`config.mk`:
```
export PLATFORM = sky130hd
export DESIGN_NAME = wb_arbiter
export DESIGN_NICKNAME = d
export VERILOG_FILES = /design/src/rtl/wb_arbiter_pkg.sv /design/src/rtl/wb_arbiter_rr_priority.sv /design/src/rtl/wb_arbiter.sv
export SDC_FILE = /design/constraint.sdc
export NUM_CORES = 1
export LEC_CHECK = 0
export CORE_AREA = 2 2 136 138
export CTS_CLUSTER_SIZE = 16
export DETAILED_ROUTE_END_ITERATION = 7
export DIE_AREA = 0 0 138 140
export PLACE_DENSITY = 0.46
export SLEW_MARGIN = 20
export SYNTH_ARGS = -nofsm -noshare
export SYNTH_HDL_FRONTEND = slang
export SYNTH_SLANG_ARGS = --single-unit
```
`constraint.sdc`:
```
create_clock -name clk -period 3.1 [get_ports clk]
set_input_delay 0.31 -clock clk [delete_from_list [all_inputs] [get_ports clk]]
set_output_delay 0.31 -clock clk [all_outputs]
set_load 0.01 [all_outputs]
```
`src/rtl/wb_arbiter_pkg.sv`:
```
// -----------------------------------------------------------------------------
// wb_arbiter_pkg
//   Shared definitions for the Wishbone round-robin arbiter:
//     - arb_state_t : FSM state encoding (WB_IDLE / WB_BUSY)
//     - DEF_ADDR_WIDTH / DEF_DATA_WIDTH : default bus widths
//   No ports (package).
// -----------------------------------------------------------------------------
package wb_arbiter_pkg;

  typedef enum logic [0:0] {
    WB_IDLE = 1'b0,
    WB_BUSY = 1'b1
  } arb_state_t;

  localparam int DEF_ADDR_WIDTH = 32;
  localparam int DEF_DATA_WIDTH = 32;

endpackage

```
`src/rtl/wb_arbiter_rr_priority.sv`:
```
// -----------------------------------------------------------------------------
// wb_arbiter_rr_priority
//   Combinational rotate-and-find-first encoder. Returns a one-hot grant for
//   the first asserted request found when searching ptr+1, ptr+2, ... with
//   wrap from N-1 back to 0. The master at ptr itself is searched last.
// Ports:
//   i_req  [N-1:0]   request vector
//   i_ptr  [PW-1:0]  index of the most recently served master
//   o_gnt  [N-1:0]   one-hot grant, all zero when no request
// -----------------------------------------------------------------------------
module wb_arbiter_rr_priority #(
  parameter int N  = 3,
  parameter int PW = 2
) (
  input  logic [N-1:0]  i_req,
  input  logic [PW-1:0] i_ptr,
  output logic [N-1:0]  o_gnt
);

  logic w_found;

  // Outer loop walks search order (distance from ptr); inner loop keeps all
  // bit selects constant so the structure unrolls into a plain priority mux.
  always_comb begin
    o_gnt   = '0;
    w_found = 1'b0;
    for (int k = 1; k <= N; k++) begin
      for (int j = 0; j < N; j++) begin
        if (!w_found && i_req[j] && (j == ((int'(i_ptr) + k) % N))) begin
          o_gnt[j] = 1'b1;
          w_found  = 1'b1;
        end
      end
    end
  end

endmodule

```
`src/rtl/wb_arbiter.sv`:
```
// -----------------------------------------------------------------------------
// wb_arbiter
//   Round-robin Wishbone arbiter sharing one slave port among NMASTERS masters.
//   A grant is held for a whole bus cycle (m_cycle high), then the round-robin
//   pointer moves to the released master and one idle cycle follows.
//
// Handshake: a master requests by raising m_cycle[i] and holds it until it
//   is done; a transfer completes on any cycle where s_strobe and s_ack are
//   both high. Ungranted masters keep their requests held and see m_ack=0.
//
// Optional feature (macro WB_ARB_TIMEOUT_EN):
//   Ack watchdog. A counter runs while the granted master strobes without
//   ack; on reaching TIMEOUT_CYCLES the master gets a 1-cycle m_err pulse,
//   s_cycle/s_strobe are forced low that cycle and the grant is released.
//   Without the macro m_err is tied low and BUSY waits indefinitely.
//
// Ports:
//   clk, reset            clock (rising edge), async active-low reset
//   m_address/m_writedata packed master buses, master i at [i*W +: W]
//   m_strobe/m_cycle/m_write  per-master Wishbone controls
//   m_readdata            slave read data broadcast to all masters
//   m_ack / m_err         routed to granted master only
//   m_grant               registered one-hot grant, 0 when idle
//   s_*                   slave-side Wishbone port
//   dbg_state             current FSM state
// -----------------------------------------------------------------------------
module wb_arbiter
  import wb_arbiter_pkg::*;
#(
  parameter int ADDR_WIDTH     = DEF_ADDR_WIDTH,
  parameter int DATA_WIDTH     = DEF_DATA_WIDTH,
  parameter int NMASTERS       = 3,
  parameter int TIMEOUT_CYCLES = 255
) (
  input  logic                           clk,
  input  logic                           reset,
  input  logic [NMASTERS*ADDR_WIDTH-1:0] m_address,
  input  logic [NMASTERS*DATA_WIDTH-1:0] m_writedata,
  input  logic [NMASTERS-1:0]            m_strobe,
  input  logic [NMASTERS-1:0]            m_cycle,
  input  logic [NMASTERS-1:0]            m_write,
  output logic [DATA_WIDTH-1:0]          m_readdata,
  output logic [NMASTERS-1:0]            m_ack,
  output logic [NMASTERS-1:0]            m_err,
  output logic [NMASTERS-1:0]            m_grant,
  output logic [ADDR_WIDTH-1:0]          s_address,
  output logic [DATA_WIDTH-1:0]          s_writedata,
  input  logic [DATA_WIDTH-1:0]          s_readdata,
  output logic                           s_strobe,
  output logic                           s_cycle,
  output logic                           s_write,
  input  logic                           s_ack,
  output arb_state_t                     dbg_state
);

  localparam int PW = $clog2(NMASTERS);
  localparam logic [PW-1:0] PTR_RESET = PW'(NMASTERS - 1);

  arb_state_t          r_state;
  logic [NMASTERS-1:0] r_grant;
  logic [PW-1:0]       r_ptr;

  logic [NMASTERS-1:0]   w_next_gnt;
  logic [PW-1:0]         w_grant_idx;
  logic [ADDR_WIDTH-1:0] w_address;
  logic [DATA_WIDTH-1:0] w_writedata;
  logic                  w_cyc;
  logic                  w_stb;
  logic                  w_we;
  logic                  w_timeout;

  wb_arbiter_rr_priority #(
    .N  (NMASTERS),
    .PW (PW)
  ) u_rr (
    .i_req (m_cycle),
    .i_ptr (r_ptr),
    .o_gnt (w_next_gnt)
  );

  // Index of the granted master, loaded into the pointer on release.
  always_comb begin
    w_grant_idx = '0;
    for (int i = 0; i < NMASTERS; i++) begin
      if (r_grant[i]) w_grant_idx = PW'(i);
    end
  end

  // Output mux. r_grant is all-zero outside BUSY, so idle outputs are 0.
  always_comb begin
    w_address   = '0;
    w_writedata = '0;
    w_cyc       = 1'b0;
    w_stb       = 1'b0;
    w_we        = 1'b0;
    for (int i = 0; i < NMASTERS; i++) begin
      if (r_grant[i]) begin
        w_address   = m_address[i*ADDR_WIDTH +: ADDR_WIDTH];
        w_writedata = m_writedata[i*DATA_WIDTH +: DATA_WIDTH];
        w_cyc       = m_cycle[i];
        w_stb       = m_cycle[i] & m_strobe[i];
        w_we        = m_write[i];
      end
    end
  end

`ifdef WB_ARB_TIMEOUT_EN
  localparam int CW = $clog2(TIMEOUT_CYCLES + 1);
  logic [CW-1:0] r_wd_cnt;

  assign w_timeout = (r_state == WB_BUSY) && (r_wd_cnt == CW'(TIMEOUT_CYCLES));

  // Counts cycles the current strobe has waited; any ack restarts it.
  always_ff @(posedge clk or negedge reset) begin
    if (!reset) begin
      r_wd_cnt <= '0;
    end else if ((r_state != WB_BUSY) || s_ack || w_timeout) begin
      r_wd_cnt <= '0;
    end else if (w_stb) begin
      r_wd_cnt <= r_wd_cnt + 1'b1;
    end
  end
`else
  logic w_unused_timeout_cfg;
  assign w_unused_timeout_cfg = (TIMEOUT_CYCLES > 0);
  assign w_timeout = 1'b0;
`endif

  // Single FSM: grant register and pointer are its registered outputs.
  always_ff @(posedge clk or negedge reset) begin
    if (!reset) begin
      r_state <= WB_IDLE;
      r_grant <= '0;
      r_ptr   <= PTR_RESET;
    end else begin
      case (r_state)
        WB_IDLE: begin
          if (|m_cycle) begin
            r_grant <= w_next_gnt;
            r_state <= WB_BUSY;
          end
        end
        WB_BUSY: begin
          // Release on cycle drop (or watchdog); pointer moves to this master.
          if (!w_cyc || w_timeout) begin
            r_state <= WB_IDLE;
            r_grant <= '0;
            r_ptr   <= w_grant_idx;
          end
        end
        default: begin
          r_state <= WB_IDLE;
          r_grant <= '0;
        end
      endcase
    end
  end

  assign s_address   = w_address;
  assign s_writedata = w_writedata;
  assign s_cycle     = w_cyc & ~w_timeout;
  assign s_strobe    = w_stb & ~w_timeout;
  assign s_write     = w_we;
  assign m_readdata  = s_readdata;
  assign m_ack       = r_grant & {NMASTERS{s_ack}};
  assign m_err       = r_grant & {NMASTERS{w_timeout}};
  assign m_grant     = r_grant;
  assign dbg_state   = r_state;

endmodule

```
Yosys cells after proc, flatten, opt, wreduce, memory -nomap -nowiden
Index checks and enable logic that the tools add are counted.
Storage, ports and cells
  bits in registers: 6
  bits of input ports: 236
  output and inout port bits: 109
  word-level logic and storage cells: 93
Operators by class
  add/subtract/negate cells: 3
  divide/modulo/power cells: 3
  eq/ne operators: 8
  mux-type cells: 39
  bitwise gates (word level): 6
  reduce and logical (&&, ||, !) cells: 31
Operators by type and width (count)
  $mux 32: 6
  $eq 2x32->1 const A: 3
  $eq 3x32->1 const A: 3
  $logic_not 32->1: 3
  $mod 32x3->32 const B: 3
  $mux 1: 28
  $logic_and 1x1->1: 17
  $logic_not 1->1: 8
  $add 2x2->3 const B: 2
  $mux 3: 2
  $pmux 3 s2: 1
  $ne 2x2->1 const B: 2
  $reduce_and 2->1: 2
  $add 2x1->3 const B: 1
  $and 1x1->1: 3
  $and 3x3->3: 1
  $reduce_or 3->1: 1
  $mux 2: 1
  $not 1->1: 2
  $pmux 1 s2: 1

Longest topological paths before layout
Gate-level depths: netlist of run 1.
  depth after elaboration: 39
  depth in mapped cells: 6
  gate-level depth less buffers: 5

Hierarchy
Synthesis of run 1 repeated with hierarchy kept, for this count alone.
Second synthesis, totals
  cells, all modules: 316
  area total of the unflattened synthesis: 1986.9 µm²
By module, submodules not included
  wb_arbiter: instances 1, cells an instance 300, area each 1873.0 µm², sequential area each 151.4 µm²
  wb_arbiter_rr_priority: instances 1, cells an instance 16, area each 113.9 µm², sequential area each 0.0 µm²

Worst setup path after synthesis of run 1
Ideal clock, no wire load.
  path type: register to output
  from: register r_grant[1], in the netlist m_grant[1]
  to: output port s_address[10]
  data arrival time: 1279 ps
  required time: 2790 ps
  path slack: 1511 ps
  stages on the path, launching flop included: 7
  buffers on the path: 3
  cells stage by stage: dfrtp_1 buf_4 nor2b_1 buf_4 buf_2 a22oi_1 o21ai_1
Between the ends
  longest elaborated chain between the ends: 2
RTL lines
  start, declared: RTL line wb_arbiter.sv:60  | logic [NMASTERS-1:0] r_grant;
  start signal, assigned: RTL line wb_arbiter.sv:139  | r_grant <= w_next_gnt;
  $mux 32 (2 in a row): RTL line wb_arbiter.sv:97  | if (r_grant[i]) begin
  end, declared: RTL line wb_arbiter.sv:46  | output logic [ADDR_WIDTH-1:0] s_address,
No other way between the ends.

Worst setup path in the final report of run 1
  from: register r_grant[1], in the netlist m_grant[1]
  to: output port s_writedata[0]
Between the ends
  longest elaborated chain between the ends: 2
RTL lines
  $mux 32 (2 in a row): RTL line wb_arbiter.sv:97
  end, declared: RTL line wb_arbiter.sv:47  | output logic [DATA_WIDTH-1:0] s_writedata,
No other way between the ends.

==> flow_summary.ini, run 1 <==
[outcome]
status = finished clean

[placement]
routabilityCongestion = 0.892
dpl.cell_count = 767
dp_hpwl_mm = 8.63
place.port_buffers = 277

[clock_network]
cts_tree = built
cts_setup_buffers = 0
clock_sinks = 6
cts_buffer_depth = 2
root_buffer = clkbuf_16
clkLatencyLatePin_ns = 0.23
cts_buffers = 3
cts-htree-levels = 1
cts_resized = 0
path_clk_slew_ns = 0.04
cts_hold_buf = 0

[global_routing]
grt_pass1_vias = 3163
grt_max_degree = 65
overflow = 0
antenna_found_initial = 0
grt.total_usage = 0.101
grt_first_pass_wirelength_mm = 16.2

[yosys]
yosysWarnings = 0
synth.distinct_cells = 32
yosysTopAreaCell = a22oi_1
syn_area_per_cell_sq_um = 6.15
yosys.area.top_type_share = 0.247
netlist_area_sq_um = 1970
yosys_most_used_dff = dfrtp_1
syn_inst = 321
synth_seq_cells = 6
synth_area_leaders = a22oi_1, o21ai_1, buf_4
ys_seq_area_frac = 0.0767
async_flop_share = 1.00
synth_edf_count = 0

[sta]
tightest_slew_ns = 0.577
min_period_ns = 2.57
finalClockSkew_ns = 0.00133
post-route-period-util = 0.830
max_freq_mhz = 389
finalSetupTns_ns = 0
grt_setup_unrepaired = no
timing.final.max_slew_violations = 0
hold_viol_final = 0
finalSetupViolations = 0
slew_headroom = 0.615

[critical_path]
r2r_slack_ns = 1.43
criticalPathCategory = reg -> out
worstPathArrival_ns = 2.26
slowest_stage = dfrtp_2
cp_cell_sequence = buf_4 > a22oi_1 > o21ai_1 > clkdlybuf4s50_1
worstPathMaxFanout = 29
start_kind = register
timing.rr.start = m_grant[2]
path_buf_inv = 2
cpPeakStageDelay_ns = 0.73
required_ns = 2.79
rr_endpoint = r_ptr[0]
end_kind = primary output
ff2ff_path_depth = 4
critPathTopFamily = buffers and inverters
cp.depth = 4

[power]
p_leak_nw = 1.60
peakVddDrop_uv = 277
p_per_area_nw_per_um2 = 669

[floorplan]
io_pins = 345
die_x_microns = 138
dieHeight_microns = 140
start_util = 0.111
core_sq_um = 17800
num_rows = 49
dieArea_sq_um = 19300

[route]
via_per_inst = 4.23
drt_iter0_drc = 127
vias = 3258
drtPass1Iterations = 4
routed_wl_mm = 10.7
drc = 0
ant_nets = 0
wl_per_cell_microns = 13.9

[min_path]
min_path_type = in -> async

[layout]
antennaDiodeCount = 0
fin_cells = 771
drive_gt1_frac = 0.0277
utilization = 0.268
area_growth_pct = 141
layout_commonest_cell = clkdlybuf4s50_1
layout_common_cells = clkdlybuf4s50_1, o21ai_1, nand2_1, a22oi_1, inv_1
nets = 781

[flow_run]
cap_violations = 0
## logic make-up (layout without fill, tap and decap cells)
group	after synthesis	in the layout	synth area share
AO/OA/AOI/OAI	149	149	0.480
AND/OR/NAND/NOR	89	89	0.194
buffers and inverters	73	292	0.230
flip-flops	6	6	0.0767
adder cells (fa/ha/maj)	2	2	0.0127
other	1	3	0.00190
multiplexers	1	1	0.00507
## cells in the mapped netlist, types with 2 or more instances
master	count
dfrtp_1	5
and2_1	4
a21oi_1	4
o21ai_0	4
a22oi_1	65
nand3_1	2
o21ai_1	69
buf_2	6
buf_4	44
inv_1	5
ha_1	2
nor3_1	2
nand2_1	67
nor2b_1	2
nor2_1	3
nand2b_1	4
clkbuf_1	17
and3b_1	2
## worst max path at each step
stage	startpoint	to	slack, ns
global placement	m_grant[1]	s_writedata[7]	0.72
finish	m_grant[1]	s_writedata[0]	0.53
floorplan	m_grant[1]	s_address[10]	1.51
global route	m_grant[1]	s_writedata[11]	0.37
detailed placement	m_grant[1]	s_address[29]	0.74
CTS	m_grant[1]	s_writedata[0]	0.49
## worst register-to-register path, stage by stage, from the launching register on
cell	delay [ns]
dfrtp_4	0.63
buf_12	0.26
nand2b_1	0.23
o31ai_4	0.26
mux2i_1	0.22
## registers in the layout, indices dropped and copies added, names as in the netlist
register   cells
m_grant        3
r_ptr          2
dbg_state      1
## final cells by class
type	count	area (sq um)
Fill cell	1919	13000
Timing Repair Buffer	283	2840
Multi-Input combinational cell	244	1380
Tap cell	229	287
Sequential cell	6	156
Clock buffer	4	78.8
Inverter	5	18.8
## through the flow
step | hold slack (ns) | total power, mW | setup slack, ns | cell area, sq um
2_1_floorplan | 0.0144 | 1.56 | 1.51 | 1980
3_3_place_gp | 0.508 | 3.00 | 0.724 | 4690
3_5_place_dp | 0.502 | 3.00 | 0.741 | 4690
4_1_cts | 0.351 | 3.24 | 0.485 | 4770
5_1_grt | 0.366 | 3.44 | 0.375 | 4770
6_report | 0.342 | 3.19 | 0.528 | 4770
## power by group
part	internal, mW	switching, mW
logic	1.50	1.21
registers	0.119	0.138
clock network	0.171	0.0506
total	1.79	1.40
## metal layers
layer	track usage	share of wire	vias up
li1	-	-	1563
met1	0.104	0.36	1468
met2	0.196	0.53	201
met3	0.0284	0.091	26
met4	0.0317	0.021	0
met5	0	0	-
Note: power is estimated with default switching activity, not from simulation.
==> run 2: changes to the inputs <==
Settings changed: CORE_AREA 2 2 136 138 to 2 2 135 137, DIE_AREA 0 0 138 140 to 0 0 137 139, PLACE_DENSITY 0.46 to 0.47.
Clock period 3.1 ns to 2.43 ns, I/O delays scaled along.
==> run 2 against run 1 <==
  * Combinational power rose by 34%
  * Via count down 0.28%
  * Non-clock buffer count rose by 3
  * Largest power group unchanged
  * Routed wire length decreased by 0.99%
  * Register-to-register slack got worse by 0.53 ns
  * Critical path depth rose by 1
  * Critical endpoint is now s_address[12]
  * Die area decreased by 1.4%
  * First-iteration DRC count up 43%
==> flow_summary.ini, run 2 (synthesis results as in run 1) <==
[outcome]
status = finished clean

[sta]
grt_setup_unrepaired = no
finalClockSkew_ns = 0.000359
hold_viol_final = 0
timing.final.max_slew_violations = 0
post-route-period-util = 0.926
min_period_ns = 2.25
finalSetupTns_ns = 0
finalSetupViolations = 0
max_freq_mhz = 444

[power]
p_leak_nw = 1.63
totalPowerFinal_mw = 4.15
peakVddDrop_uv = 455
p_per_area_nw_per_um2 = 861

[route]
drt_iter0_drc = 181
ant_nets = 0
routed_wl_mm = 10.6
drc = 0
vias = 3249
via_per_inst = 4.20
drtPass1Iterations = 4
wl_per_cell_microns = 13.7

[placement]
routabilityCongestion = 0.815
place.port_buffers = 277
placed_cell_area_sq_um = 4750
dp_hpwl_mm = 8.60

[layout]
nets = 784
area_growth_pct = 144
layout_common_cells = clkdlybuf4s50_1, o21ai_1, nand2_1, a22oi_1
drive_gt1_frac = 0.0330
layout_commonest_cell = clkdlybuf4s50_1
antennaDiodeCount = 0
fin_area_sq_um = 4830
largest_reg_flops = 3

[clock_network]
cts-htree-levels = 1
cts_buffers = 3
root_buffer = clkbuf_16
cts_tree = built
cts_hold_buf = 0
path_clk_slew_ns = 0.03
cts_resized = 0
cts_setup_buffers = 0
cts_buffer_depth = 2
clock_sinks = 6
clkLatencyLatePin_ns = 0.23

[critical_path]
criticalPathCategory = reg -> out
cp_cell_sequence = nor2b_4 > buf_12 > a22oi_1 > o21ai_1 > clkdlybuf4s50_1
worstPathMaxFanout = 26
ff2ff_path_depth = 4
cpPeakStageDelay_ns = 0.58
rr_endpoint = m_grant[0]
start_kind = register
worstSetupStartpoint = m_grant[1]
timing.rr.start = r_ptr[1]
r2r_slack_ns = 0.90
cp-endpoint = s_address[12]
slowest_stage = clkdlybuf4s50_1
end_kind = primary output
worstPathArrival_ns = 2.01
required_ns = 2.19

[floorplan]
dieHeight_microns = 139
num_rows = 49
core_sq_um = 17700
start_util = 0.112
io_pins = 345
die_x_microns = 137
dieArea_sq_um = 19000

[min_path]
min_path_type = in -> async

[global_routing]
overflow = 0
grt_pass1_vias = 3166
antenna_found_initial = 0
grt_first_pass_wirelength_mm = 15.4
grt.total_usage = 0.0996
grt_max_degree = 79

[flow_run]
cap_violations = 0
run 2: area by class of cell:
type,count,area [sq um]
Multi-Input combinational cell,244,1380
Inverter,5,18.8
Fill cell,1899,12800
Sequential cell,6,156
Clock buffer,4,78.8
Timing Repair Buffer,286,2900
Tap cell,229,287
run 2: worst min path at each step:
stage / start / endpoint / slack, ns / cells after the start
6_report: reset / dbg_state / 0.27 / 1
5_1_grt: reset / m_grant[2] / 0.30 / 1
4_1_cts: reset / dbg_state / 0.28 / 1
3_5_place_dp: s_readdata[12] / m_readdata[12] / 0.49 / 0
3_3_place_gp: s_readdata[12] / m_readdata[12] / 0.49 / 0
2_1_floorplan: reset / dbg_state / -0.05 / 0
run 2: metal layers:
layer / track usage / wire length (microns) / up-vias
met5: 0 / 0 / -
met4: 0.0266 / 221 / 0
met3: 0.0303 / 1340 / 24
met2: 0.189 / 5290 / 199
met1: 0.104 / 3730 / 1453
li1: - / - / 1573
run 2: power by group:
group	switching [mW]	internal, mW	total (mW)
registers	0.111	0.154	0.265
logic	1.63	1.99	3.62
clock network	0.0565	0.218	0.274
total	1.80	2.36	4.15
run 2: through the flow:
step	util	hold WS [ns]	setup WS, ns	std cells
2_1_floorplan	-	-0.0526	0.908	323
3_3_place_gp	0.269	0.486	0.328	770
3_5_place_dp	0.269	0.486	0.309	770
4_1_cts	0.273	0.277	0.138	774
5_1_grt	0.273	0.302	0.0946	774
6_report	0.273	0.273	0.179	774
run 2: worst max-delay path: cells and delay by family (launching register included):
kind / cells / cell delay, ns
AOI/OAI and AO/OA: 2 / 0.31
and+or+nand+nor: 1 / 0.20
buffers and inverters: 2 / 0.77
DFF: 1 / 0.49
==> run 3: changes to the inputs <==
Settings changed: SETUP_SLACK_MARGIN from default to 0.4, SKIP_CTS_REPAIR_TIMING from default to 1.
==> run 3 against run 2 <==
  * Cell count rose by 0.90%
  * Routed wire length rose by 11%
  * Via count rose by 2.3%
  * Critical path type unchanged
==> flow_summary.ini, run 3 (synthesis results as in run 1) <==
[outcome]
status = finished clean

[route]
routed_wl_mm = 11.7
wl_per_cell_microns = 15.0
ant_nets = 0
drc = 0
drtPass1Iterations = 4
drt_iter0_drc = 217
via_per_inst = 4.26
vias = 3324

[clock_network]
path_clk_slew_ns = 0.03
cts_buffers = 3
root_buffer = clkbuf_16
cts-htree-levels = 1
cts_tree = built
clkLatencyLatePin_ns = 0.23
clock_sinks = 6
cts_buffer_depth = 2

[sta]
max_freq_mhz = 506
finalClockSkew_ns = 0.000487
finalSetupTns_ns = 0
finalSetupViolations = 0
grt_setup_unrepaired = no
post-route-period-util = 0.813
worst_slack_ns = 0.456
timing.final.max_slew_violations = 0
hold_viol_final = 0
min_period_ns = 1.97

[floorplan]
io_pins = 345
dieHeight_microns = 139
core_sq_um = 17700
num_rows = 49
start_util = 0.112
dieArea_sq_um = 19000
die_x_microns = 137

[placement]
dpl.cell_count = 770
routabilityCongestion = 0.815
preCtsSetupSlack_ns = 0.309
place.port_buffers = 277
dp_hpwl_mm = 8.60

[layout]
layout_common_cells = clkdlybuf4s50_1, o21ai_1, nand2_1, dlymetal6s2s_1, a22oi_1
nets = 791
largest_reg_flops = 3
layout_commonest_cell = clkdlybuf4s50_1
fin_cells = 781
drive_gt1_frac = 0.0471
antennaDiodeCount = 0
area_growth_pct = 160

[critical_path]
criticalPathCategory = reg -> out
timing.rr.start = m_grant[2]
worstSetupStartpoint = m_grant[2]
required_ns = 2.19
r2r_slack_ns = 0.84
worstPathArrival_ns = 1.73
end_kind = primary output
start_kind = register
worstPathMaxFanout = 15

[power]
p_leak_nw = 2.72
totalPowerFinal_mw = 4.23
peakVddDrop_uv = 417
p_per_area_nw_per_um2 = 826

[min_path]
min_path_type = in -> async

[global_routing]
antenna_found_initial = 0
grt_first_pass_wirelength_mm = 15.4
overflow = 0
grt_max_degree = 79
grt_pass1_vias = 3166
grt.total_usage = 0.0996

[flow_run]
cap_violations = 0
==> run 3: cell types whose count changed in the layout (fill, tap and decap cells not counted), moves of 2 or more <==
cell / delta
clkdlybuf4s50_1: -67
dlymetal6s2s_1: +67
clkbuf_16: +3
buf_4: +2
==> run 3: worst max-delay path, cell delays in order (launching register included) <==
cell and delay (ns):
dfrtp_4 0.58, buf_4 0.23, o21ai_1 0.14, clkdlybuf4s50_1 0.55
==> run 3: final timing paths <==
kind,to,depth (start not counted)
worst max-delay path,s_strobe,3
worst min-delay path,dbg_state,1
min in group clk,m_grant[1],3
max in group asynchronous,r_ptr[1],1
worst min register to register,r_ptr[1],2
worst max register to register,r_ptr[0],4
==> run 3: area by class of cell <==
class,count,area [sq um]
multi-input cells,244,1390
repair buffers,293,3200
well taps,229,287
clock buffers,4,78.8
inverters,5,18.8
flip-flops and latches,6,156
fillers,1872,12500
==> run 3: metal layers <==
metal	up-vias	track usage	wire length (microns)
met4	0	0.0266	250
li1	1587	-	-
met3	27	0.0303	1280
met5	-	0	0
met2	197	0.189	5920
met1	1513	0.104	4250
==> run 3: stage by stage <==
stage	hold slack, ns	area, sq um	util
2_1_floorplan	-0.0526	1980	-
3_3_place_gp	0.486	4750	0.269
3_5_place_dp	0.486	4750	0.269
4_1_cts	0.277	4830	0.273
5_1_grt	0.302	5120	0.290
6_report	0.273	5120	0.290
==> run 3: power by group <==
group | internal [mW] | switching, mW | total [mW]
Sequential | 0.154 | 0.0940 | 0.248
Clock | 0.218 | 0.0562 | 0.274
Combinational | 1.98 | 1.73 | 3.71
Total | 2.35 | 1.88 | 4.23
